### src/rtl/fre_pkg.sv
// ---------------------------------------------------------------------------
// fre_pkg
// Constants, types and helpers shared by the measured-frequency and
// theoretical-frequency display paths.
//   BCD_W / BIN_W : display word widths (4 BCD digits, 14-bit binary)
//   MAX_DISP      : largest value the four-digit display can show
//   conv_state_e  : states of the sequential binary-to-BCD converter
//   dd_step()     : one double-dabble iteration (add-3 adjust, then shift)
// ---------------------------------------------------------------------------
package fre_pkg;

    localparam int BCD_W = 16;
    localparam int BIN_W = 14;
    // Double-dabble work register: BCD digits above the binary operand.
    localparam int DD_W  = BCD_W + BIN_W;

    localparam logic [BIN_W-1:0] MAX_DISP  = 14'd9999;
    localparam logic [BIN_W-1:0] EDGE_MAX  = 14'd16383;
    // Iteration counter runs 0..BIN_W-1.
    localparam logic [3:0]       ITER_LAST = 4'd13;

    typedef enum logic [1:0] {
        ST_IDLE  = 2'd0,
        ST_SHIFT = 2'd1,
        ST_DONE  = 2'd2
    } conv_state_e;

    // One double-dabble iteration: every BCD digit >= 5 gets +3 so that the
    // following left shift carries correctly into the next decimal digit.
    function automatic logic [DD_W-1:0] dd_step(input logic [DD_W-1:0] v);
        logic [DD_W-1:0] a;
        a = v;
        for (int n = 0; n < 4; n++) begin
            if (a[BIN_W + 4*n +: 4] >= 4'd5) begin
                a[BIN_W + 4*n +: 4] = a[BIN_W + 4*n +: 4] + 4'd3;
            end
        end
        return {a[DD_W-2:0], 1'b0};
    endfunction

endpackage

### src/rtl/bin_to_bcd_seq.sv
// ---------------------------------------------------------------------------
// bin_to_bcd_seq
// Sequential double-dabble converter, 14 iterations per conversion.
//   signal : clock, rising edge
//   rst_n  : asynchronous active-low reset (returns to IDLE, drops result)
//   start  : load bin and begin converting (honoured only in IDLE)
//   bin    : binary operand, must be <= 9999
//   bcd    : four BCD digits, valid while done is high and held afterwards
//   done   : one-cycle pulse, the cycle after the last iteration
// Latency: start in cycle T -> done high in cycle T+15.
// ---------------------------------------------------------------------------
module bin_to_bcd_seq
    import fre_pkg::*;
(
    input  logic             signal,
    input  logic             rst_n,
    input  logic             start,
    input  logic [BIN_W-1:0] bin,
    output logic [BCD_W-1:0] bcd,
    output logic             done
);

    conv_state_e     state_q;
    logic [DD_W-1:0] sh_q;
    logic [3:0]      iter_q;
    logic            done_q;

    // Converter FSM: IDLE waits for start, SHIFT iterates, DONE flags result.
    always_ff @(posedge signal or negedge rst_n) begin
        if (!rst_n) begin
            state_q <= ST_IDLE;
            sh_q    <= {DD_W{1'b0}};
            iter_q  <= 4'd0;
            done_q  <= 1'b0;
        end else begin
            case (state_q)
                ST_IDLE: begin
                    done_q <= 1'b0;
                    if (start) begin
                        sh_q    <= {{BCD_W{1'b0}}, bin};
                        iter_q  <= 4'd0;
                        state_q <= ST_SHIFT;
                    end
                end
                ST_SHIFT: begin
                    sh_q   <= dd_step(sh_q);
                    iter_q <= iter_q + 4'd1;
                    if (iter_q == ITER_LAST) begin
                        state_q <= ST_DONE;
                        done_q  <= 1'b1;
                    end
                end
                ST_DONE: begin
                    done_q  <= 1'b0;
                    state_q <= ST_IDLE;
                end
                default: begin
                    done_q  <= 1'b0;
                    state_q <= ST_IDLE;
                end
            endcase
        end
    end

    // After 14 shifts the binary operand has moved fully into the digit field.
    assign bcd  = sh_q[DD_W-1:BIN_W];
    assign done = done_q;

    fre_conv_chk u_chk (
        .signal (signal),
        .rst_n  (rst_n),
        .start  (start),
        .busy   (state_q != ST_IDLE)
    );

endmodule

### src/rtl/fre_conv_chk.sv
// ---------------------------------------------------------------------------
// fre_conv_chk
// Property checker for the sequential BCD converter.
//   signal : clock
//   rst_n  : asynchronous active-low reset
//   start  : conversion request (gate_end of the measuring path)
//   busy   : converter is not in IDLE
// A start while busy means the gate window is shorter than a conversion.
// ---------------------------------------------------------------------------
module fre_conv_chk (
    input  logic signal,
    input  logic rst_n,
    input  logic start,
    input  logic busy
);

    property p_start_only_idle;
        @(posedge signal) disable iff (!rst_n) start |-> !busy;
    endproperty

    a_start_only_idle: assert property (p_start_only_idle)
        else $error("fre_conv_chk: start arrived while conversion busy");

endmodule

### src/rtl/me_fre.sv
// ---------------------------------------------------------------------------
// me_fre
// Measured frequency: counts rising edges of sig_in over a free-running gate
// of GATE_CYCLES clocks and presents the count as four BCD digits.
//   CLK_HZ      : system clock frequency in Hz
//   GATE_CYCLES : gate length in clocks (default 1 s), minimum 32
//   signal      : system clock, rising edge
//   rst_n       : asynchronous active-low reset
//   sig_in      : measured square wave, asynchronous to signal
//   bcd         : measured value, [15:12] thousands .. [3:0] units
//   bin         : measured value in binary, clamped to 9999
//   ovf         : last window counted more than 9999 edges
//   valid       : one-cycle pulse when bcd/bin/ovf update
// gate_end in cycle T -> outputs update at the end of T+15, valid in T+16.
// ---------------------------------------------------------------------------
module me_fre
    import fre_pkg::*;
#(
    parameter int unsigned CLK_HZ      = 100_000_000,
    parameter int unsigned GATE_CYCLES = CLK_HZ
) (
    input  logic             signal,
    input  logic             rst_n,
    input  logic             sig_in,
    output logic [BCD_W-1:0] bcd,
    output logic [BIN_W-1:0] bin,
    output logic             ovf,
    output logic             valid
);

    localparam int              GW        = $clog2(GATE_CYCLES);
    localparam logic [GW-1:0]   GATE_LAST = GW'(GATE_CYCLES - 1);
    localparam logic [GW-1:0]   GATE_ONE  = GW'(1);

    // Input conditioning
    logic             sync1_q, sync2_q, prev_q, edge_q;
    // Gate and edge counters
    logic             run_q;
    logic [GW-1:0]    gate_cnt_q, gate_cnt_d;
    logic [BIN_W-1:0] edge_cnt_q, edge_cnt_d;
    // Window result and converter interface
    logic             gate_end_s;
    logic [BIN_W:0]   sum_s;
    logic [BIN_W-1:0] snap_s, clamp_s;
    logic             ovf_s;
    logic [BIN_W-1:0] hold_bin_q;
    logic             hold_ovf_q;
    logic [BCD_W-1:0] conv_bcd_s;
    logic             conv_done_s;
    // Output registers
    logic [BCD_W-1:0] bcd_q;
    logic [BIN_W-1:0] bin_q;
    logic             ovf_q;
    logic             valid_q;

    // Synchronize sig_in and register the rising-edge pulse (3 cycles latency).
    always_ff @(posedge signal or negedge rst_n) begin
        if (!rst_n) begin
            sync1_q <= 1'b0;
            sync2_q <= 1'b0;
            prev_q  <= 1'b0;
            edge_q  <= 1'b0;
        end else begin
            sync1_q <= sig_in;
            sync2_q <= sync1_q;
            prev_q  <= sync2_q;
            edge_q  <= sync2_q & ~prev_q;
        end
    end

    // Window bookkeeping: gate end, saturating snapshot, clamp and next counts.
    always_comb begin
        gate_end_s = run_q && (gate_cnt_q == GATE_LAST);
        // The edge of the gate_end cycle still belongs to the closing window.
        sum_s = {1'b0, edge_cnt_q} + {{BIN_W{1'b0}}, edge_q};
        if (sum_s > {1'b0, EDGE_MAX}) begin
            snap_s = EDGE_MAX;
        end else begin
            snap_s = sum_s[BIN_W-1:0];
        end
        if (snap_s > MAX_DISP) begin
            clamp_s = MAX_DISP;
            ovf_s   = 1'b1;
        end else begin
            clamp_s = snap_s;
            ovf_s   = 1'b0;
        end
        if (gate_end_s) begin
            edge_cnt_d = {BIN_W{1'b0}};
        end else begin
            edge_cnt_d = snap_s;
        end
        // run_q holds the gate at 0 until the first edge after reset release,
        // so that edge starts gate count 0.
        if (!run_q || gate_end_s) begin
            gate_cnt_d = {GW{1'b0}};
        end else begin
            gate_cnt_d = gate_cnt_q + GATE_ONE;
        end
    end

    // Free-running gate counter and never-pausing edge counter.
    always_ff @(posedge signal or negedge rst_n) begin
        if (!rst_n) begin
            run_q      <= 1'b0;
            gate_cnt_q <= {GW{1'b0}};
            edge_cnt_q <= {BIN_W{1'b0}};
        end else begin
            run_q      <= 1'b1;
            gate_cnt_q <= gate_cnt_d;
            edge_cnt_q <= edge_cnt_d;
        end
    end

    // Keep the clamped count and overflow of the closing window for the output.
    always_ff @(posedge signal or negedge rst_n) begin
        if (!rst_n) begin
            hold_bin_q <= {BIN_W{1'b0}};
            hold_ovf_q <= 1'b0;
        end else if (gate_end_s) begin
            hold_bin_q <= clamp_s;
            hold_ovf_q <= ovf_s;
        end
    end

    bin_to_bcd_seq u_conv (
        .signal (signal),
        .rst_n  (rst_n),
        .start  (gate_end_s),
        .bin    (clamp_s),
        .bcd    (conv_bcd_s),
        .done   (conv_done_s)
    );

    // Output registers: update together when the converter finishes.
    always_ff @(posedge signal or negedge rst_n) begin
        if (!rst_n) begin
            bcd_q   <= {BCD_W{1'b0}};
            bin_q   <= {BIN_W{1'b0}};
            ovf_q   <= 1'b0;
            valid_q <= 1'b0;
        end else begin
            valid_q <= conv_done_s;
            if (conv_done_s) begin
                bcd_q <= conv_bcd_s;
                bin_q <= hold_bin_q;
                ovf_q <= hold_ovf_q;
            end
        end
    end

    assign bcd   = bcd_q;
    assign bin   = bin_q;
    assign ovf   = ovf_q;
    assign valid = valid_q;

endmodule

### config.mk
export PLATFORM = sky130hd
export DESIGN_NAME = me_fre
export DESIGN_NICKNAME = d
export VERILOG_FILES = /design/src/rtl/fre_pkg.sv /design/src/rtl/bin_to_bcd_seq.sv /design/src/rtl/fre_conv_chk.sv /design/src/rtl/me_fre.sv
export SDC_FILE = /design/constraint.sdc
export NUM_CORES = 1
export LEC_CHECK = 0
export ABC_AREA = 1
export BUFFER_PORTS_ARGS = -buffer_cell sky130_fd_sc_hd__buf_2
export CORE_MARGIN = 5
export CORE_UTILIZATION = 57
export CTS_BUF_LIST = sky130_fd_sc_hd__clkbuf_8
export DETAILED_ROUTE_END_ITERATION = 10
export GPL_TIMING_DRIVEN = 0
export PLACE_DENSITY = 0.78
export SETUP_SLACK_MARGIN = 0.3
export SLEW_MARGIN = 20
export SYNTH_ARGS = -nofsm -noshare
export SYNTH_HDL_FRONTEND = slang
export SYNTH_HIERARCHICAL = 1
export SYNTH_SLANG_ARGS = --single-unit
### constraint.sdc
create_clock -name signal -period 2.1 [get_ports signal]
set_input_delay 0.42 -clock signal [delete_from_list [all_inputs] [get_ports signal]]
set_output_delay 0.42 -clock signal [all_outputs]
set_load 0.02 [all_outputs]
==> results_dict.tcl <==
set metrics [dict create \
    run_status "finished clean" \
    crit_arrival_ps 2450 \
    cts_tree "yes" \
    yosysUniqueCellTypes 38 \
    fin_cells 1002 \
    netlist_area_mm2 0.006501 \
    cts-root-buf "clkbuf_8" \
    clock_sinks 130 \
    p_leak_nw 4.252 \
    fin_skew_ps 11.69 \
    core_mm2 0.01132 \
    synth_area_per_cell_um2 8.577 \
    pwr-share-clk 0.422 \
    finalCriticalPeriod_ps 2070 \
    powerDensity_mw_per_mm2 664.2 \
    grt_usage 0.2394 \
    fin_nets 862 \
    grt_remaining_overflow 0 \
    p_int_w 0.004033 \
    routed_wl_um 16100 \
    die_w_um 116.8 \
    synth.most_common_cell "nand2_1" \
    seqPwrFrac 0.490 \
    synth_xor_area_frac 0.01886 \
    dp_cells 936 \
    async_reset_ff_frac 1.000 \
    crit_required_ps 2480 \
    switchingPower_w 0.001372 \
    netlist_top_cells_area "dfrtp_1 50%, nand2_1 13%, mux2_2 5.4%" \
    synthAdderAreaFrac 0.02502 \
    setup_violations 0 \
    placementRows 39 \
    drive_gt1_frac 0.3108 \
    sw_frac_of_total 0.2539 \
    netlist_instances 758 \
    synthTopCellsByCount "227 x nand2_1, 130 x dfrtp_1, 79 x inv_1, 65 x nor2_1, 54 x nand3_1" \
    grt_max_degree 89 \
    maxSlewViolCount 0 \
    top_level_ports 35 \
    grt_pass1_wl_um 25370 \
    maxCapViolCount 0 \
    portBuffers 34 \
    drc 0 \
    dr.pass1.iters 5 \
    synth_top_family_by_area "simple AND/OR/NAND/NOR gates" \
    start_util 0.5743 \
    insertion_delay_ps 450 \
    crit_type "reg2reg" \
    synth_compound_area_frac 0.03464 \
    fin_util 0.7187 \
    worstSetupStartpointType "register" \
    die_h_um 116.8 \
    synth_fp_nets 774 \
    peakVddDrop_mv 0.6189 \
    finalCritPeriodShare 0.9856 \
    htreeDepth 4 \
    cts_made_buffers 17 \
    comb_power_share 0.088 \
    final.fill_count 791 \
    hold_path.class "in2reg" \
    timing.slew.headroom 0.5054 \
    drt_iter0_drc 473 \
    area_delta_synth_final_pct 25.15 \
    path_max_fanout 7 \
    power.total_w 0.005405 \
    worst_pin_slew_ps 741.9 \
    place_hpwl_um 9956 \
    ys_seq_elements 130 \
    gp_congestion 0.8891 \
    vias 5537 \
    routed_via_density 5.526 \
    diodes 0 \
    synth.top_cell.area_share 0.5004 \
    fmax_mhz 483.2 \
    antenna_left 0 \
    synth-edff-count 0 \
    dieArea_mm2 0.01364 \
    rsz0062_at_grt "true" \
    wl_per_cell_um 16.07 \
    end_kind "register" \
    hold_violations 0 \
    netlist.top_cell.by_area "dfrtp_1" \
    synthFlopType "dfrtp_1" \
    clk_pin_slew_ps 70 \
    muxShareOfSynthArea 0.05370 \
    yosysWarnings 6 \
    grt_pass1_vias 5468 \
    clockBufferDepth 2 \
    synth_simple_gate_area_frac 0.2814 \
    synth-seq-area-share 0.5004 \
    antenna_found_initial 0 \
]
[cell type report]
cell class / instances / area [um^2] / share of cell area
Clock buffer: 17 / 234.0 / 0.02876
Clock inverter: 15 / 190.2 / 0.02337
Inverter: 84 / 332.8 / 0.04090
Buffer: 33 / 284.0 / 0.03491
Timing Repair Buffer: 69 / 545.5 / 0.06705
Tap cell: 143 / 178.9 / 0.02199
Multi-Input combinational cell: 511 / 3117 / 0.3831
Sequential cell: 130 / 3254 / 0.4000
[through the flow]
step	TNS, ps	hold WS, ps	setup slack, ps	cell area (um^2)
after floorplan	0	124.4	151.0	6568
after global placement	-136900	332.1	-1046	6917
after detailed placement	-3223	331.9	-177.2	6954
after CTS	0	61.45	71.78	7767
after global routing	-1221	50.96	-118.0	8137
final	0	82.15	30.26	8137
[cells in the final DEF, fill, tap and decap left out, drive strengths merged]
cell type,count
clkinvlp,3
buf,101
a21o,1
mux2,31
dlygate4sd3,1
nor3b,4
dfrtp,130
a21oi,16
nor2,71
nand2,239
inv,84
bufinv,4
o21ai,15
and3,1
clkbuf,17
conb,1
xor2,11
o22ai,4
ha,13
nand4,22
nor3,14
nor4,5
clkinv,8
xnor2,3
o21bai,2
a31oi,1
o21a,1
nand3,55
o211ai,1
[state kept, by name, indices dropped and copies added, names as in the netlist, 2 cells and up]
register and flops:
u_conv/sh_q 30, edge_cnt_q 14, bin 14, u_conv/iter_q 4, hold_bin_q 14, bcd 16, u_conv/state_q 2, gate_cnt_q 27
[worst max-delay path, cell delays in order, from the launching register on]
cell and delay, ps:
dfrtp_1 380, ha_4 180, ha_4 160, nand2_4 70, nor2_4 190, nand2_2 70, nand2_2 100, nand2_4 70
nor2_2 80, nand2_1 70, nand2_1 70, nand2_2 60, nand2_4 120, inv_2 90, a21oi_2 140, nand2_1 80
nand3_1 80
[final timing paths]
path	start	endpoint	slack, ps	cells after the start
hold / removal	sig_in	sync1_q	80	1
setup reg to reg	edge_q	u_conv/sh_q[4]	30	16
min in group asynchronous	rst_n	edge_cnt_q[9]	440	2
setup / recovery	edge_q	u_conv/sh_q[4]	30	16
max in group asynchronous	rst_n	run_q	920	3
hold reg to reg	sync1_q	sync2_q	350	0
[timing repair]
item / CTS / global route
pin swaps: 25 / 17
endpoints found under the hold margin: 42 / 0
setup endpoints to repair: 85 / 87
gates cloned: 2 / 0
hold buffers: 1 / 0
buffers inserted: 22 / 9
resized for setup: 42 / 89
[power by group through the flow]
stage | clock network [W] | logic, W | registers (W)
after floorplan | 0 | 0.000262 | 0.00268
after global placement | 0 | 0.000375 | 0.00269
after detailed placement | 0 | 0.000397 | 0.00269
after CTS | 0.00231 | 0.000454 | 0.00264
after global routing | 0.00245 | 0.000545 | 0.00266
final | 0.00228 | 0.000476 | 0.00265
[cells by family (layout without fill, tap and decap cells)]
kind of cell	after synthesis	count (layout)
and+or+nand+nor	411	411
DFF	130	130
buffers and inverters	117	218
AOI/OAI and AO/OA	41	41
muxes	31	31
xor gates and xnor gates	14	14
adders and majority gates	13	13
other	1	1
[per-layer routing]
layer	wire length, um	part of all wire	global-route usage	vias to the layer above
met5	0	0	0	-
met3	916	0.057	0.05193	48
met1	6522	0.41	0.3069	2691
met2	8119	0.50	0.3910	200
met4	542	0.034	0.1101	0
li1	-	-	-	2598
Note: power is estimated with default switching activity, not from simulation.
